## config.mk

```make
export PLATFORM = sky130hd
export DESIGN_NAME = rv32i_reorder_buffer
export DESIGN_NICKNAME = d
export VERILOG_FILES = /design/src/rtl/rv32i_reorder_buffer.sv
export SDC_FILE = /design/constraint.sdc
export NUM_CORES = 1
export LEC_CHECK = 0
export BUFFER_PORTS_ARGS = -buffer_cell sky130_fd_sc_hd__buf_2
export CAP_MARGIN = 20
export CORE_MARGIN = 5
export CORE_UTILIZATION = 40
export CTS_BUF_LIST = sky130_fd_sc_hd__clkbuf_16
export CTS_CLUSTER_DIAMETER = 200
export DETAILED_ROUTE_END_ITERATION = 6
export SYNTH_ARGS = -nofsm -noshare
export SYNTH_HDL_FRONTEND = slang
export SYNTH_SLANG_ARGS = --single-unit
```

## constraint.sdc

```tcl
create_clock -name clk -period 5.79 [get_ports clk]
set_input_delay 0.579 -clock clk [delete_from_list [all_inputs] [get_ports clk]]
set_output_delay 0.579 -clock clk [all_outputs]
set_load 0.01 [all_outputs]
```

## src/rtl/rv32i_reorder_buffer.sv

```systemverilog
// Reorder buffer for the RV32I out-of-order core.
// The dispatcher allocates entries at the tail, and writeback marks them done
// in any order. At most one done entry retires from the head per cycle, in
// program order, and drives the register file's retire inputs.
module rv32i_reorder_buffer #(
    parameter int ROB_DEPTH   = 16,
    parameter int ARCH_IDX_BW = 5,
    parameter int PHYS_IDX_BW = 6,
    parameter int ROB_IDX_BW  = $clog2(ROB_DEPTH)
) (
    input  logic                   clk,
    input  logic                   rst,
    input  logic                   i_flush,
    input  logic                   i_disp_vld,
    input  logic                   i_disp_dst_vld,
    input  logic [ARCH_IDX_BW-1:0] i_disp_arch_rf_idx,
    input  logic [PHYS_IDX_BW-1:0] i_disp_phys_rf_idx,
    output logic                   o_disp_rdy,
    output logic [ROB_IDX_BW-1:0]  o_disp_rob_idx,
    input  logic                   i_wb_vld,
    input  logic [ROB_IDX_BW-1:0]  i_wb_rob_idx,
    output logic                   o_retire,
    output logic                   o_retire_dst_vld,
    output logic [ARCH_IDX_BW-1:0] o_retire_arch_rf_idx,
    output logic [PHYS_IDX_BW-1:0] o_retire_phys_rf_idx,
    output logic [ROB_IDX_BW:0]    o_count,
    output logic                   o_empty,
    output logic                   o_full
);

    localparam logic [ROB_IDX_BW:0]   FULL_COUNT = (ROB_IDX_BW+1)'(ROB_DEPTH);
    localparam logic [ROB_IDX_BW-1:0] PTR_ONE    = ROB_IDX_BW'(1);

    // Per-entry status bits need a reset; the payload fields do not, because
    // they are only read while the matching valid bit is set.
    logic [ROB_DEPTH-1:0]   valid_q;
    logic [ROB_DEPTH-1:0]   done_q;
    logic                   dst_vld_q [ROB_DEPTH];
    logic [ARCH_IDX_BW-1:0] arch_q    [ROB_DEPTH];
    logic [PHYS_IDX_BW-1:0] phys_q    [ROB_DEPTH];

    logic [ROB_IDX_BW-1:0]  head;
    logic [ROB_IDX_BW-1:0]  tail;
    logic [ROB_IDX_BW:0]    count;

    logic                   disp_fire;
    logic                   retire_fire;
    logic [ARCH_IDX_BW-1:0] disp_arch;
    logic [PHYS_IDX_BW-1:0] disp_phys;

    // Occupancy flags come from the counter, since head == tail is ambiguous.
    // A slot freed by a retire only opens dispatch on the following cycle.
    always_comb begin
        o_full         = (count == FULL_COUNT);
        o_empty        = (count == '0);
        o_count        = count;
        o_disp_rdy     = !o_full;
        o_disp_rob_idx = tail;
        disp_fire      = i_disp_vld && !o_full;
        retire_fire    = valid_q[head] && done_q[head];
        disp_arch      = i_disp_dst_vld ? i_disp_arch_rf_idx : '0;
        disp_phys      = i_disp_dst_vld ? i_disp_phys_rf_idx : '0;
    end

    // Pointers, status bits, occupancy and the registered retire port.
    // Flush behaves exactly like reset and wins over every other event.
    always_ff @(posedge clk) begin
        if (rst || i_flush) begin
            valid_q              <= '0;
            done_q               <= '0;
            head                 <= '0;
            tail                 <= '0;
            count                <= '0;
            o_retire             <= 1'b0;
            o_retire_dst_vld     <= 1'b0;
            o_retire_arch_rf_idx <= '0;
            o_retire_phys_rf_idx <= '0;
        end else begin
            if (i_wb_vld && valid_q[i_wb_rob_idx]) begin
                done_q[i_wb_rob_idx] <= 1'b1;
            end

            if (retire_fire) begin
                valid_q[head]        <= 1'b0;
                done_q[head]         <= 1'b0;
                head                 <= head + PTR_ONE;
                o_retire             <= 1'b1;
                o_retire_dst_vld     <= dst_vld_q[head];
                o_retire_arch_rf_idx <= arch_q[head];
                o_retire_phys_rf_idx <= phys_q[head];
            end else begin
                o_retire         <= 1'b0;
                o_retire_dst_vld <= 1'b0;
            end

            if (disp_fire) begin
                valid_q[tail] <= 1'b1;
                done_q[tail]  <= 1'b0;
                tail          <= tail + PTR_ONE;
            end

            case ({disp_fire, retire_fire})
                2'b10:   count <= count + 1'b1;
                2'b01:   count <= count - 1'b1;
                default: count <= count;
            endcase
        end
    end

    // Capture the destination payload of an accepted dispatch.
    always_ff @(posedge clk) begin
        if (disp_fire && !i_flush && !rst) begin
            dst_vld_q[tail] <= i_disp_dst_vld;
            arch_q[tail]    <= disp_arch;
            phys_q[tail]    <= disp_phys;
        end
    end

endmodule

```

==> results.md, run 1 <==
- Ratio of cells with drive above 1 in the final layout: 0.239
- Critical path startpoint category: register
- DRT antenna net count: 0
- Final cell count without fillers: 1,075
- Hold Crit Depth: 2
- IO Count: 46
- Die X-Extent: 172 um
- Via Count: 6,139
- Clock root buffer master: clkbuf_16
- Reg power frac: 0.549
- Num rows: 59
- Clock Power Share: 0.428
- Design area: 11,800 um2
- Prevailing post-synth register cell: edfxtp_1
- PD cells: 299 nW/um2
- WP data required: 6.25 ns
- Unrepaired setup endpoints after global routing: no
- Syn-to-layout area delta: 12.4%
- Synth Register Bits: 250
- Clk buf depth: 3
- Core Util, Final: 0.455
- Synth Area in XOR/XNOR: 0.00500
- Post-DP Area: between 10,000 and 15,000 um2
- Gr usage total: 0.165
- Core outline area: around 26,000 um2
- Final hold vios: 0
- Fmax achieved: 257 MHz
- Initial antenna violation count: 0
- Compound-gate portion of the synthesized area: 0.0907
- FFs w/ async S/R, synth: 0
- Simple-gate share of the synthesized area: 0.0788
- Post-Syn Area: 10,500 um2
- Static leakage: 3.93 nW
- Total power: 3.53 mW
- Largest net degree at the start of global routing: 43
- Crit share post-route: 0.671
- Post-Place Cells: 1,028
- DP Wirelength: 15,500 um
- H-Tree Depth: 1
- Avg WL per Cell: 22.5 um
- Nets: roughly 750
- Sw power: 0.737 mW
- Clock Latency Late Sink: 0.53 ns
- Port Buffers: 45
- Worst IR Drop VDD: 0.244 mV
- Number of global-route vias before repair: roughly 6,300
- Setup Total Neg Slack: 0 ns
- Status: finished clean
- Drt first pass iters: 7
- # Max-Cap Violations: 0
- Dpl ws: 1.96 ns
- Post-synth EDFFs: between 150 and 200
- Final WS setup: about 1.9 ns
- Critical path fanouts, max: 13
- Hold_ws: 0.471 ns
- Mapped Nets: between 700 and 800
- Die height: 172 um
- DRC Markers: 0
- N_diodes: 0
- Effective utilization at floorplan: 0.405
- Worst min-delay path class: reg -> reg
- Arr. time, crit path: roughly 4.4 ns
- Total CTS buffers: 25
- Via density: roughly 5.7
- Adder-Cell Fraction of Synth Area: 0.0143
- TritonCTS clock tree: yes
- Slew Limit Headroom: 0.303
- Minimum clock period after layout: 3.88 ns
- Setup repair bufs after CTS: 0
- # hold bufs at CTS: 0
- Crit end category: register
- R2R cell count: 12
- DRT iter0 DRCs: 498
- Resized Gates After CTS: 0
- Mean Syn Cell Area: between 15 and 20 um2
- Least-Margin Pin Slew: 1.04 ns
- Finish-stage setup viols: 0
- Internal Pwr Total: 2.79 mW
- Mux cell area share after synthesis: 0.124
- Worst setup path category: reg -> reg
- Global-route wire length before repair: 37,600 um
- Die ar.: about 30,000 um2
- Mapped Cells: 675
- Clk sinks: 250
- Synth warn: 0
- Total Wirelength: 24,200 um
- Cell variety after synth: 60
- Fin. max-slew vios: 0
- Largest family of logic cells by synthesized area: multiplexers
- Routability Congestion: 0.884
- Seq/Total Area, Yosys: 0.659
- Switching part of the total: 0.209
- Comb pwr share: 0.024
- Clk slew on worst S/H paths: 0.06 ns
- Skew final: approximately 0.01 ns
- GRT overflow: 0
## synthesized netlist by cell type (3+ instances only)
cell | n | share of area
buf_1 | 3 | 0.0011
a21oi_2 | 4 | 0.0033
inv_1 | 15 | 0.0054
dfxtp_1 | 58 | 0.11
nand3_1 | 13 | 0.0062
a22o_1 | 11 | 0.0092
edfxtp_1 | 192 | 0.55
nand4_1 | 3 | 0.0018
a211o_1 | 5 | 0.0042
buf_6 | 6 | 0.0064
o21ai_1 | 6 | 0.0029
nor2b_1 | 3 | 0.0018
inv_2 | 5 | 0.0018
buf_2 | 12 | 0.0057
a2111oi_4 | 3 | 0.0079
nor3_1 | 4 | 0.0019
mux4_2 | 56 | 0.12
xnor2_1 | 4 | 0.0033
nand3b_1 | 3 | 0.0021
and3_1 | 7 | 0.0042
clkbuf_1 | 17 | 0.0061
o21ai_0 | 4 | 0.0019
a221oi_1 | 12 | 0.010
a311oi_1 | 10 | 0.0083
a21oi_1 | 45 | 0.021
nor2_1 | 30 | 0.011
and2_1 | 16 | 0.0095
and4_1 | 4 | 0.0033
ha_1 | 12 | 0.014
o211ai_1 | 5 | 0.0036
nand2_1 | 54 | 0.019
o22ai_1 | 12 | 0.0071
## routing by layer
layer	track usage	part of all wire	vias to the layer above	routed length (um)
met1	0.233	0.43	3083	10300
met2	0.269	0.49	244	11700
met4	0.0451	0.029	0	709
met3	0.0261	0.059	53	1430
li1	-	-	2759	-
met5	0	0	-	0
## state kept, by name (all words and copies together) (netlist names)
register and cells:
phys_q 96, arch_q 80, done_q 16, dst_vld_q 16
valid_q 16, o_retire_phys_rf_idx 6, o_count 5, o_retire_arch_rf_idx 5
head 4, o_disp_rob_idx 4, o_retire 1, o_retire_dst_vld 1
## cell families after synthesis
| kind of cell | after synthesis |
|---|---|
| xor+xnor | 6 |
| simple gates | 157 |
| buf+inv | 61 |
| flops | 250 |
| mux | 60 |
| compound gates | 129 |
| fa+ha+maj | 12 |
## power groups by stage
stage	clock network [mW]	logic (mW)	registers, mW
finish	1.51	0.0829	1.94
detailed placement	0	0.0831	1.97
global route	1.61	0.0903	1.94
global placement	0	0.0802	1.97
floorplan	0	0.0498	1.97
CTS	1.54	0.0832	1.94
## worst paths after layout
path                            from                      end  slack, ns
max                          head[2]               o_count[4]       1.91
min          o_retire_phys_rf_idx[0]  o_retire_phys_rf_idx[0]       0.47
max reg2reg                  head[2]               o_count[4]       1.91
min reg2reg  o_retire_phys_rf_idx[0]  o_retire_phys_rf_idx[0]       0.47
## area by class of cell
class	instances	area (um2)
repair buffers	59	330
well taps	335	419
inverters	21	78.8
clock buffers	25	626
multi-input cells	364	3290
flip-flops and latches	250	6930
clock inverters	21	135
fillers	2307	14200
## worst max-delay path, cell delays in order, from the launching register on
cell      delay (ns)
dfxtp_1         0.59
inv_2           0.21
mux4_2          0.52
o22a_1          0.25
nand2_1         0.45
ha_1            0.42
xor2_1          0.19
ha_1            0.22
nor2_1          0.07
o32ai_1         0.27
a221oi_1        0.15
or3_1           0.34
a21oi_1         0.15
## layout by cell type (no fill, tap or decap), drive strengths merged, types with 13 or more instances in the layout
| master | instances |
|---|---|
| inv | 25 |
| o22ai | 14 |
| buf | 59 |
| clkbuf | 25 |
| edfxtp | 192 |
| nand2 | 54 |
| nand3 | 13 |
| a21oi | 50 |
| and2 | 16 |
| clkinv | 13 |
| mux4 | 56 |
| dfxtp | 58 |
| nor2 | 30 |
Note: power is estimated with default switching activity, not from simulation.
==> run 2: changes to the inputs <==
ABC_AREA = 1   (was default)
clock period = 3.22 ns   (was 5.79 ns; I/O delays follow)
==> results.md, run 2 <==
- DRC Markers: 0 (unchanged)
- Largest regs: phys_q (96), arch_q (80) (unchanged)
- Simple-gate share of the synthesized area: 0.222 (was 0.0788)
- IO Count: 46 (unchanged)
- DRT iter0 DRCs: 732 (was 498)
- Adder-Cell Fraction of Synth Area: 0.0133 (was 0.0143)
- Skew final: 0.0101 ns (about the same)
- Comb pwr share: 0.028 (was 0.024)
- Fmax achieved: 354 MHz (was 257 MHz)
- Die X-Extent: 178 um (was 172 um)
- Internal Pwr Total: 5.21 mW (was 2.79 mW)
- Crit end category: register (unchanged)
- Unrepaired setup endpoints after global routing: no (unchanged)
- Mean Syn Cell Area: 9.21 um2 (was 15.6 um2)
- Gr usage total: 0.184 (was 0.165)
- Post-Place Cells: 1,614 (was 1,028)
- Total power: 6.62 mW (was 3.53 mW)
- FFs w/ async S/R, synth: 0 (unchanged)
- Reg with most FFs: phys_q (unchanged)
- Crit path top cell by count: nand2_1 (was ha_1)
- Minimum clock period after layout: 2.83 ns (was 3.88 ns)
- DP Wirelength: 18,400 um (was 15,500 um)
- Synth warn: 0 (unchanged)
- Worst setup path category: reg -> reg (unchanged)
- Post-synth EDFFs: 192 (unchanged)
- Slew Limit Headroom: 0.513 (was 0.303)
- Sw power: 1.41 mW (was 0.737 mW)
- TritonCTS clock tree: yes (unchanged)
- Static leakage: 5.04 nW (was 3.93 nW)
- Reg power frac: 0.527 (was 0.549)
- # Max-Cap Violations: 0 (unchanged)
- Seq/Total Area, Yosys: 0.612 (was 0.659)
- Top cells by area, synth: edfxtp_1, dfxtp_1, nand2_1, nor2_1, o21ai_0 (was edfxtp_1, mux4_2, dfxtp_1, a21oi_1, nand2_1)
- Avg WL per Cell: 17.4 um (was 22.5 um)
- Total Wirelength: 29,000 um (was 24,200 um)
- Cell variety after synth: 29 (was 60)
- Effective utilization at floorplan: 0.406 (was 0.405)
- Setup Total Neg Slack: 0 ns (unchanged)
- Clk buf depth: 3 (unchanged)
- Port Buffers: 45 (unchanged)
- Crit share post-route: 0.878 (was 0.671)
- Die height: 178 um (was 172 um)
- PD cells: 520 nW/um2 (was 299 nW/um2)
- Critical path fanouts, max: 15 (was 13)
- Crit path max-delay family: simple AND/OR/NAND/NOR gates (unchanged)
- Worst min-delay path class: in -> reg (was reg -> reg)
- Syn-to-layout area delta: 12.5% (was 12.4%)
- Drt first pass iters: 7 (unchanged)
- CP max stage delay: 0.41 ns (was 0.59 ns)
- Global-route wire length before repair: 45,500 um (was 37,600 um)
- Mapped Nets: 1,262 (was 708)
- List of most frequent post-synthesis cells: nand2_1, nor2_1, edfxtp_1 (was edfxtp_1, dfxtp_1, mux4_2)
- Clock Latency Late Sink: 0.55 ns (was 0.53 ns)
- Via density: 5.07 (was 5.71)
- Switching part of the total: 0.213 (was 0.209)
- Nets: 1,299 (was 754)
- Prevailing post-synth register cell: edfxtp_1 (unchanged)
- Arr. time, crit path: 3.29 ns (was 4.35 ns)
- Finish-stage setup viols: 0 (unchanged)
- Critical path startpoint category: register (unchanged)
- Mux cell area share after synthesis: 0 (was 0.124)
- Num rows: 61 (was 59)
- Post-DP Area: 11,900 um2 (was 11,000 um2)
- DRT antenna net count: 0 (unchanged)
- Clock Power Share: 0.446 (was 0.428)
- Cell taking the most area after synthesis: edfxtp_1 (unchanged)
- H-Tree Depth: 1 (unchanged)
- GRT overflow: 0 (unchanged)
- Worst-path cell with the longest stage delay: dfxtp_1 (unchanged)
- Post-Syn Area: 11,300 um2 (was 10,500 um2)
- Status: finished clean (unchanged)
- # hold bufs at CTS: 0 (unchanged)
- Clk slew on worst S/H paths: 0.06 ns (about the same)
- Synth Register Bits: 250 (unchanged)
- Most common cell in the synthesized netlist: nand2_1 (was edfxtp_1)
- Via Count: 8,436 (was 6,139)
- Yosys top cell area share: 0.510 (was 0.548)
- Die ar.: 31,700 um2 (was 29,600 um2)
- Largest family of logic cells by synthesized area: simple AND/OR/NAND/NOR gates (was multiplexers)
- Worst IR Drop VDD: 0.428 mV (was 0.244 mV)
- N_diodes: 0 (unchanged)
- Max FFs per register: 96 (unchanged)
- Most common cell after layout, fill and taps aside: nand2_1 (was edfxtp_1)
- Clk sinks: 250 (unchanged)
- Least-Margin Pin Slew: 0.728 ns (was 1.04 ns)
- Number of global-route vias before repair: 8,016 (was 6,327)
- Buf/Inv on CP: 3 (was 1)
- Fin. max-slew vios: 0 (unchanged)
- Compound-gate portion of the synthesized area: 0.0852 (was 0.0907)
- Largest net degree at the start of global routing: 63 (was 43)
- Ratio of cells with drive above 1 in the final layout: 0.102 (was 0.239)
- Clock root buffer master: clkbuf_16 (unchanged)
- Crit-path cells: inv_2 -> nor2_1 -> nand2_1 -> nand2_1 -> inv_1 -> nand2_4 -> nand2_4 -> inv_4 -> ha_2 -> xor2_1 -> ha_1 -> a21o_1 -> and3_1 -> nor2_1 -> nand2_1 -> nand2_1 -> nand2_1 -> a21oi_1 (was inv_2 -> mux4_2 -> o22a_1 -> nand2_1 -> ha_1 -> xor2_1 -> ha_1 -> nor2_1 -> o32ai_1 -> a221oi_1 -> or3_1 -> a21oi_1)
- Synth Area in XOR/XNOR: 0.00697 (was 0.00500)
- Mapped Cells: 1,229 (was 675)
- Final hold vios: 0 (unchanged)
- Routability Congestion: 0.850 (was 0.884)
- Most frequent cells in the layout: nand2_1, nor2_1, edfxtp_1, o21ai_0, nand3_1 (was edfxtp_1, mux4_2, dfxtp_1, nand2_1)
- Core outline area: 27,900 um2 (was 26,000 um2)
- WP data required: 3.68 ns (was 6.25 ns)
- Final cell count without fillers: 1,665 (was 1,075)
- Design area: 12,700 um2 (was 11,800 um2)
- Total CTS buffers: 27 (was 25)
- Initial antenna violation count: 0 (unchanged)
-- run 2: cell count changes after synthesis, moves of 12 or more --
cell	delta
mux4_2	-56
and2_1	-15
nand3_1	+90
a21oi_1	-21
nand2_1	+203
a221oi_1	-12
inv_1	+64
o21ai_0	+138
nor2_1	+210
-- run 2: stage by stage --
stage                     setup slack [ns]   util  hold WS [ns]
after CTS                            0.304  0.456         0.122
after detailed placement             0.342  0.426         0.474
after floorplan                      0.605      -         0.421
final                                0.391  0.457         0.150
after global placement               0.427  0.426         0.469
after global routing                0.0326  0.457         0.156
-- run 2: logic make-up (layout without fill, tap and decap cells) --
| family | count (synthesis) | after routing |
|---|---|---|
| AO/OA/AOI/OAI | 190 | 190 |
| XOR/XNOR | 9 | 9 |
| adder cells (fa/ha/maj) | 12 | 12 |
| buffers and inverters | 151 | 209 |
| flip-flops | 250 | 250 |
| AND/OR/NAND/NOR | 617 | 617 |
-- run 2: worst paths after layout --
| check | from | end | slack [ns] | depth (start not counted) |
|---|---|---|---|---|
| worst max-delay path | head[3] | o_count[4] | 0.39 | 18 |
| worst min-delay path | rst | o_disp_rob_idx[0] | 0.15 | 4 |
| worst max register to register | head[3] | o_count[4] | 0.39 | 18 |
| worst min register to register | o_retire_phys_rf_idx[3] | o_retire_phys_rf_idx[3] | 0.48 | 2 |
-- run 2: timing repair --
action / 4_1_cts / 5_1_grt
setup endpoints to repair: 0 / 1
setup buffers: 0 / 1
gates resized for setup: 0 / 1
-- run 2: area by class of cell --
type                    count  area, um2
multi-input cells         828       3710
clock buffers              27        676
well taps                 378        473
clock inverters            23        170
fillers                  2694      15100
repair buffers             73        435
flip-flops and latches    250       6930
inverters                  86        325
-- run 2: layer usage --
| metal | wire (um) | share of wire | track usage |
|---|---|---|---|
| met5 | 0 | 0 | 0 |
| met3 | 1750 | 0.060 | 0.0273 |
| met2 | 13400 | 0.46 | 0.300 |
| met4 | 768 | 0.026 | 0.0502 |
| met1 | 13200 | 0.45 | 0.259 |
-- run 2: worst min-delay path: cells and delay by family --
family,cells,cell delay [ns]
compound gates,2,0.12
simple gates,1,0.09
buf+inv,1,0.11
-- run 2: power by group through the flow --
stage	logic (mW)	clock network, mW	registers, mW
after floorplan	0.110	0	3.55
after global placement	0.182	0	3.55
after detailed placement	0.184	0	3.55
after CTS	0.185	3.01	3.48
after global routing	0.204	3.15	3.48
final	0.185	2.95	3.48
